===== config.mk =====
export PLATFORM = sky130hd
export DESIGN_NAME = mps_sys_fsm
export DESIGN_NICKNAME = d
export VERILOG_FILES = /design/src/rtl/mps_sys_fsm.sv
export SDC_FILE = /design/constraint.sdc
export NUM_CORES = 1
export LEC_CHECK = 0
export CORE_AREA = 2 2 39 41
export CTS_BUF_LIST = sky130_fd_sc_hd__clkbuf_4 sky130_fd_sc_hd__clkbuf_8 sky130_fd_sc_hd__clkbuf_16
export CTS_CLUSTER_DIAMETER = 100
export CTS_CLUSTER_SIZE = 8
export DETAILED_ROUTE_END_ITERATION = 8
export DIE_AREA = 0 0 41 43
export DONT_BUFFER_PORTS = 1
export SYNTH_ARGS = -nofsm -noshare
export SYNTH_HDL_FRONTEND = slang
export SYNTH_SLANG_ARGS = --single-unit

===== constraint.sdc =====
create_clock -name i_clk -period 3 [get_ports i_clk]
set_clock_uncertainty 0.05 [all_clocks]
set_input_delay 0.45 -clock i_clk [delete_from_list [all_inputs] [get_ports i_clk]]
set_output_delay 0.45 -clock i_clk [all_outputs]
set_load 0.005 [all_outputs]

===== src/rtl/mps_sys_fsm.sv =====
// MPS controller top-level operating-mode FSM.
// Sequences power-on/off enables and handles interlock recovery.
module mps_sys_fsm #(
    parameter logic [3:0] ON_DONE_ST   = 4'd14,
    parameter logic [3:0] OFF_DONE_ST  = 4'd6,
    parameter logic [3:0] SEQ_FAULT_ST = 4'd15
) (
    input  logic       i_clk,
    input  logic       i_rst,
    input  logic       i_op_on,
    input  logic       i_op_man_stop,
    input  logic       i_run,
    input  logic       i_ready,
    input  logic       i_op_off,
    input  logic [3:0] i_op_on_fsm,
    input  logic [3:0] i_op_off_fsm,
    input  logic       i_op_mode,
    input  logic       i_intl_flag,
    output logic       o_op_on_flag,
    output logic       o_op_off_flag,
    output logic [2:0] o_sys_state
);

    typedef enum logic [2:0] {
        IDLE    = 3'd0,
        ON_SEQ  = 3'd1,
        READY   = 3'd2,
        RUN     = 3'd3,
        OFF_SEQ = 3'd4,
        INTL    = 3'd5
    } state_e;

    state_e state_q;
    state_e state_d;

    // Commands only count in remote mode; status inputs always count.
    logic remote;
    logic cmd_on;
    logic cmd_stop;
    logic cmd_run;
    logic cmd_ready;
    logic cmd_off;
    logic on_done;
    logic on_fault;
    logic off_done;
    logic off_fault;

    assign remote    = ~i_op_mode;
    assign cmd_on    = remote & i_op_on;
    assign cmd_stop  = remote & i_op_man_stop;
    assign cmd_run   = remote & i_run;
    assign cmd_ready = remote & i_ready;
    assign cmd_off   = remote & i_op_off;
    assign on_done   = (i_op_on_fsm == ON_DONE_ST);
    assign on_fault  = (i_op_on_fsm == SEQ_FAULT_ST);
    assign off_done  = (i_op_off_fsm == OFF_DONE_ST);
    assign off_fault = (i_op_off_fsm == SEQ_FAULT_ST);

    // State register with synchronous reset.
    always_ff @(posedge i_clk) begin
        if (i_rst) begin
            state_q <= IDLE;
        end else begin
            state_q <= state_d;
        end
    end

    // Next state: interlock > fault > manual stop > done > command.
    always_comb begin
        state_d = state_q;
        case (state_q)
            IDLE: begin
                if (cmd_on) begin
                    state_d = ON_SEQ;
                end
            end
            ON_SEQ: begin
                if (i_intl_flag) begin
                    state_d = INTL;
                end else if (on_fault) begin
                    state_d = INTL;
                end else if (cmd_stop) begin
                    state_d = OFF_SEQ;
                end else if (on_done) begin
                    state_d = READY;
                end
            end
            READY: begin
                if (i_intl_flag) begin
                    state_d = INTL;
                end else if (cmd_stop) begin
                    state_d = OFF_SEQ;
                end else if (cmd_run) begin
                    state_d = RUN;
                end else if (cmd_off) begin
                    state_d = OFF_SEQ;
                end
            end
            RUN: begin
                if (i_intl_flag) begin
                    state_d = INTL;
                end else if (cmd_stop) begin
                    state_d = OFF_SEQ;
                end else if (cmd_ready) begin
                    state_d = READY;
                end
            end
            OFF_SEQ: begin
                if (i_intl_flag) begin
                    state_d = INTL;
                end else if (off_fault) begin
                    state_d = INTL;
                end else if (off_done) begin
                    state_d = IDLE;
                end
            end
            INTL: begin
                if (!i_intl_flag && cmd_ready) begin
                    state_d = READY;
                end
            end
            default: begin
                state_d = IDLE;
            end
        endcase
    end

    // Outputs decode straight from the registered state.
    always_comb begin
        o_op_on_flag  = (state_q == ON_SEQ);
        o_op_off_flag = (state_q == OFF_SEQ);
        o_sys_state   = state_q;
    end

endmodule


### After elaboration in Yosys (flattened, before gate mapping)

Index checks and enable logic that the tools add are counted.
W data, S select, Z words.

* eq/ne operators: 15
* mux-type cells: 17
* bitwise operators: 6
* reduce and logical (&&, ||, !) cells: 4

Operator list (number)
* $mux W3: 16
* $pmux W3 S6: 1
* $eq A4 B4 Y1 const B: 3
* $eq A3 B2 Y1 const B: 2
* $eq A3 B3 Y1 const B: 2
* $reduce_and A6 Y1: 1
* $and A1 B1 Y1: 5
* $ne A5 B2 Y1 const B: 1
* $ne A5 B5 Y1 const B: 1
* $eq A4 B3 Y1 const B: 1
* $ne A2 B2 Y1 const B: 2
* $ne A4 B2 Y1 const B: 1
* $ne A4 B4 Y1 const B: 1
* $eq A3 B1 Y1 const B: 1
* $logic_not A3 Y1: 1
* $logic_and A1 B1 Y1: 1
* $logic_not A1 Y1: 1
* $not A1 Y1: 1

* register bits after elaboration: 3
* output and inout port bits: 5
* logic and storage cells: 43

### Longest topological paths before layout

* depth in word-level cells: 7
* mapped depth: 6

### Least setup slack after synthesis

OpenSTA, ideal clock, no wires.

* kind: reg2reg
* from: register state_q[1] (netlist: o_sys_state[1])
* to: register state_q[0] (netlist: o_sys_state[0])
* setup time: 88 ps
* arrival time: 1365 ps
* data required time: 2862 ps
* slack: 1497 ps
* stages on the path, launching flop included: 7
* buffers on the path: 1
* period minus slack after synthesis: 1503 ps
* path through: dfxtp_1 buf_4 inv_1 a2111oi_0 o21ai_0 and3_4 o32ai_2

* cells in the longest elaborated chain, start to end: 3
* elaborated cells on any way between the ends: 14

RTL lines
* from (decl): line 33 `state_e state_q;`
* from (signal assigned): line 64 `state_q <= state_d;`
* $eq A3 B2 Y1, or another cell as far along: line 71 `case (state_q)`
* $ne A5 B5 Y1 (no source line), or another cell as far along
* $reduce_and A6 Y1 (no source line)

Several ways; a longest one is shown, not always the timed one.
A chain may end at the register's enable or synchronous reset.

### Final worst setup path

* from: register state_q[2] (netlist: o_sys_state[2])
* to: register state_q[0] (netlist: o_sys_state[0])

* cells in the longest elaborated chain, start to end: 3
* elaborated cells on any way between the ends: 14

RTL lines
* $eq A3 B3 Y1 *
* named net o_op_off_flag: line 20 `output logic o_op_off_flag,`
* $ne A4 B2 Y1 (no source line)
* $reduce_and A6 Y1 (no source line)

Mark *: on every way through the listed nets, which the timed path passes. The rest lies on a longest branch.

==> impl_metrics.ini <==
[sta]
hold_viol = 0
worst_pin_slew_ns = 0.516
fin_tns_setup_ns = 0
slew_violations = 0
final.period_utilization_pct = 62.1
fmax_mhz = 536
worst_hold_slack_ns = 0.229
rsz0062_at_grt = false
max_slew_margin_pct = 65.5
setup_viol = 0
layout_min_cycle_time_ns = 1.86

[power]
p_int_mw = 0.215
p_sw_mw = 0.159
power_frac_clock_pct = 20.9
p_total_mw = 0.374
seq_power_share_pct = 27.9
switching_share_pct = 42.5
combPwrFrac_pct = 51.2
peakVddDrop_uv = 204
leakage_nw = 0.163
power.density_nw_per_um2 = 846

[critical_path]
rr_worst_depth = 5
regToRegSetupSlack_ns = 1.14
cp-end-kind = register
worstPathMaxFanout = 16
required_ns = 3.09
r2r-end = o_sys_state[0]
timing.rr.start = o_sys_state[2]
cp_data_arrival_time_ns = 1.95
crit_type = reg -> reg
cp-start-kind = register

[logic_synthesis]
synth_top_area_cell = dfxtp_1
async_reset_ff_share_pct = 0
synthAdderAreaFrac_pct = 0
yosysSeqAreaShare_pct = 14.9
synth.distinct_cells = 33
syn_inst = 54
yosys_most_used_dff = dfxtp_1
netlist_top_cells_area = dfxtp_1, a21oi_1, nor2b_1, o32ai_2, o21ai_0
synth_compound_area_share_pct = 43.5
synthSimpleGateAreaFrac_pct = 30.4
ys_seq_elements = 3
synth_top_family_by_area = compound AO/OA/AOI/OAI gates
synth_edf_count = 0
yosysWarnings = 0
synth.top_cell.area_share_pct = 14.9
synthTopCellsByCount = a21oi_1, inv_1, nand2_1
synth.mux.area_fraction_pct = 2.48
synth_xor_area_share_pct = 2.17
syn-num-nets = 71
syn-cell-area_sq_um = 403
syn_area_per_cell_sq_um = 7.46

[cts]
clk_path_buf_depth = 2
clock-sinks = 3
cts_setup_buffers = 0
path_clk_slew_ns = 0.04
cts-htree-levels = 1
cts-root-buf = clkbuf_4
cts_buffers = 3
cts_tree = done
cts_hold_buffers = 0
clock_latency_ns = 0.23
cts.repair.resized = 0

[finish]
nets = 74
fillCellCount = 157
final_cell_count_no_fill = 72
layout-drive-gt1-share_pct = 14.3
largest_register_ffs = 3
fin_area_sq_um = 442
areaGrowthSynthToFinish_pct = 9.63
diodes = 0

[flow_run]
drv_cap = 0

[min_path]
hp-class = in -> reg
hold_path_end = o_sys_state[2]
min_path_cells = 1
worstHoldStart = i_rst

[placed_design]
gp_congestion = 0.838
portBuffers = 0
dp.cells = 68
place_area_sq_um = 412
dp_hpwl_microns = 784

[routing]
vias = 426
wl_microns = 976
first_iter_violations = 7
wl_met1_microns = 409
highest_layer = met3
firstDrtPassIters = 4
routedWlPerCell_microns = 13.6
vias_per_cell = 5.92
drc = 0
wl_met3_microns = 61
dr_wl_met2_microns = 505
ant_nets = 0

[die]
core-area_sq_um = 1380
initial_core_util_pct = 29.1
dieArea_sq_um = 1760
rows = 14
die_x_microns = 41
die_h_microns = 43
io_pins = 22

[global_routing]
grtUsageTotal_pct = 13.1
grt_pass1_vias = 389
grt_pass1_wl_mm = 1.58
grt_max_degree = 17
antenna_found_initial = 0
gr-total-overflow = 0

[outcome]
status = finished, final reports clean
-- per-stage QoR --
stage | worst slack (ns) | utilization [%]
after floorplan | 1.50 | -
after global placement | 1.17 | 29.7
after detailed placement | 1.15 | 29.7
after CTS | 1.13 | 31.9
after global routing | 1.01 | 31.9
final | 1.14 | 31.9
-- metal layers --
layer	up-vias	track usage, %
met5	-	0
met4	0	4.00
met3	0	4.71
met2	18	20.9
met1	195	15.6
li1	213	-
-- area by class of cell --
type | count | area [sq um] | share of cell area, %
Inverter | 4 | 15.0 | 3.40
Multi-Input combinational cell | 45 | 317 | 71.7
Clock buffer | 4 | 30.0 | 6.80
Sequential cell | 3 | 60.1 | 13.6
Tap cell | 16 | 20.0 | 4.53
-- cells by family after synthesis --
kind of cell,after synthesis
compound gates,23
simple gates,20
buf+inv,6
flops,3
xor+xnor,1
mux,1
-- worst max path at each step --
stage	to	slack [ns]	startpoint	cells after the start
detailed placement	o_sys_state[0]	1.15	o_sys_state[2]	5
CTS	o_sys_state[0]	1.13	o_sys_state[2]	5
finish	o_sys_state[0]	1.14	o_sys_state[2]	5
global route	o_sys_state[0]	1.01	o_sys_state[1]	5
global placement	o_sys_state[0]	1.17	o_sys_state[2]	5
floorplan	o_sys_state[0]	1.50	o_sys_state[1]	6
-- power groups by stage --
stage	clock network, mW	logic, mW	registers, mW
after floorplan	0	0.192	0.0752
after global placement	0	0.193	0.104
after global routing	0.0873	0.211	0.111
final	0.0781	0.191	0.104
after CTS	0.0801	0.193	0.103
after detailed placement	0	0.191	0.104
-- worst max-delay path: stages, from the launching register on --
cell     delay, ns
dfxtp_1       0.63
nor3b_2       0.34
o21ai_0       0.14
o32a_1        0.23
and3_4        0.20
o32ai_2       0.19
-- cell usage in the layout, fill, tap and decap left out --
| cell type | netlist | layout |
|---|---|---|
| nand4_1 | 1 | 1 |
| xor2_1 | 1 | 1 |
| o21bai_1 | 1 | 1 |
| nand3_1 | 2 | 2 |
| a211o_1 | 1 | 1 |
| o22ai_1 | 1 | 1 |
| nor2_1 | 2 | 2 |
| dfxtp_1 | 3 | 3 |
| a221o_1 | 1 | 1 |
| a41oi_1 | 1 | 1 |
| o31a_1 | 1 | 1 |
| nor3_1 | 1 | 1 |
| inv_1 | 4 | 4 |
| a22oi_1 | 1 | 1 |
| and3_4 | 1 | 1 |
| mux2i_1 | 1 | 1 |
| o32ai_2 | 1 | 1 |
| a31oi_1 | 2 | 2 |
| o32a_1 | 1 | 1 |
| a21oi_1 | 4 | 4 |
| o21ai_0 | 3 | 3 |
| nand2_1 | 4 | 4 |
| nor4b_1 | 1 | 1 |
| nor3b_2 | 1 | 1 |
| a2111oi_0 | 1 | 1 |
| a211oi_2 | 1 | 1 |
| nor2b_1 | 3 | 3 |
| and2b_1 | 2 | 2 |
| a211oi_1 | 1 | 1 |
| a21o_1 | 2 | 2 |
| nand2b_1 | 2 | 2 |
| clkbuf_4 | 0 | 4 |
Note: power is estimated with default switching activity, not from simulation.
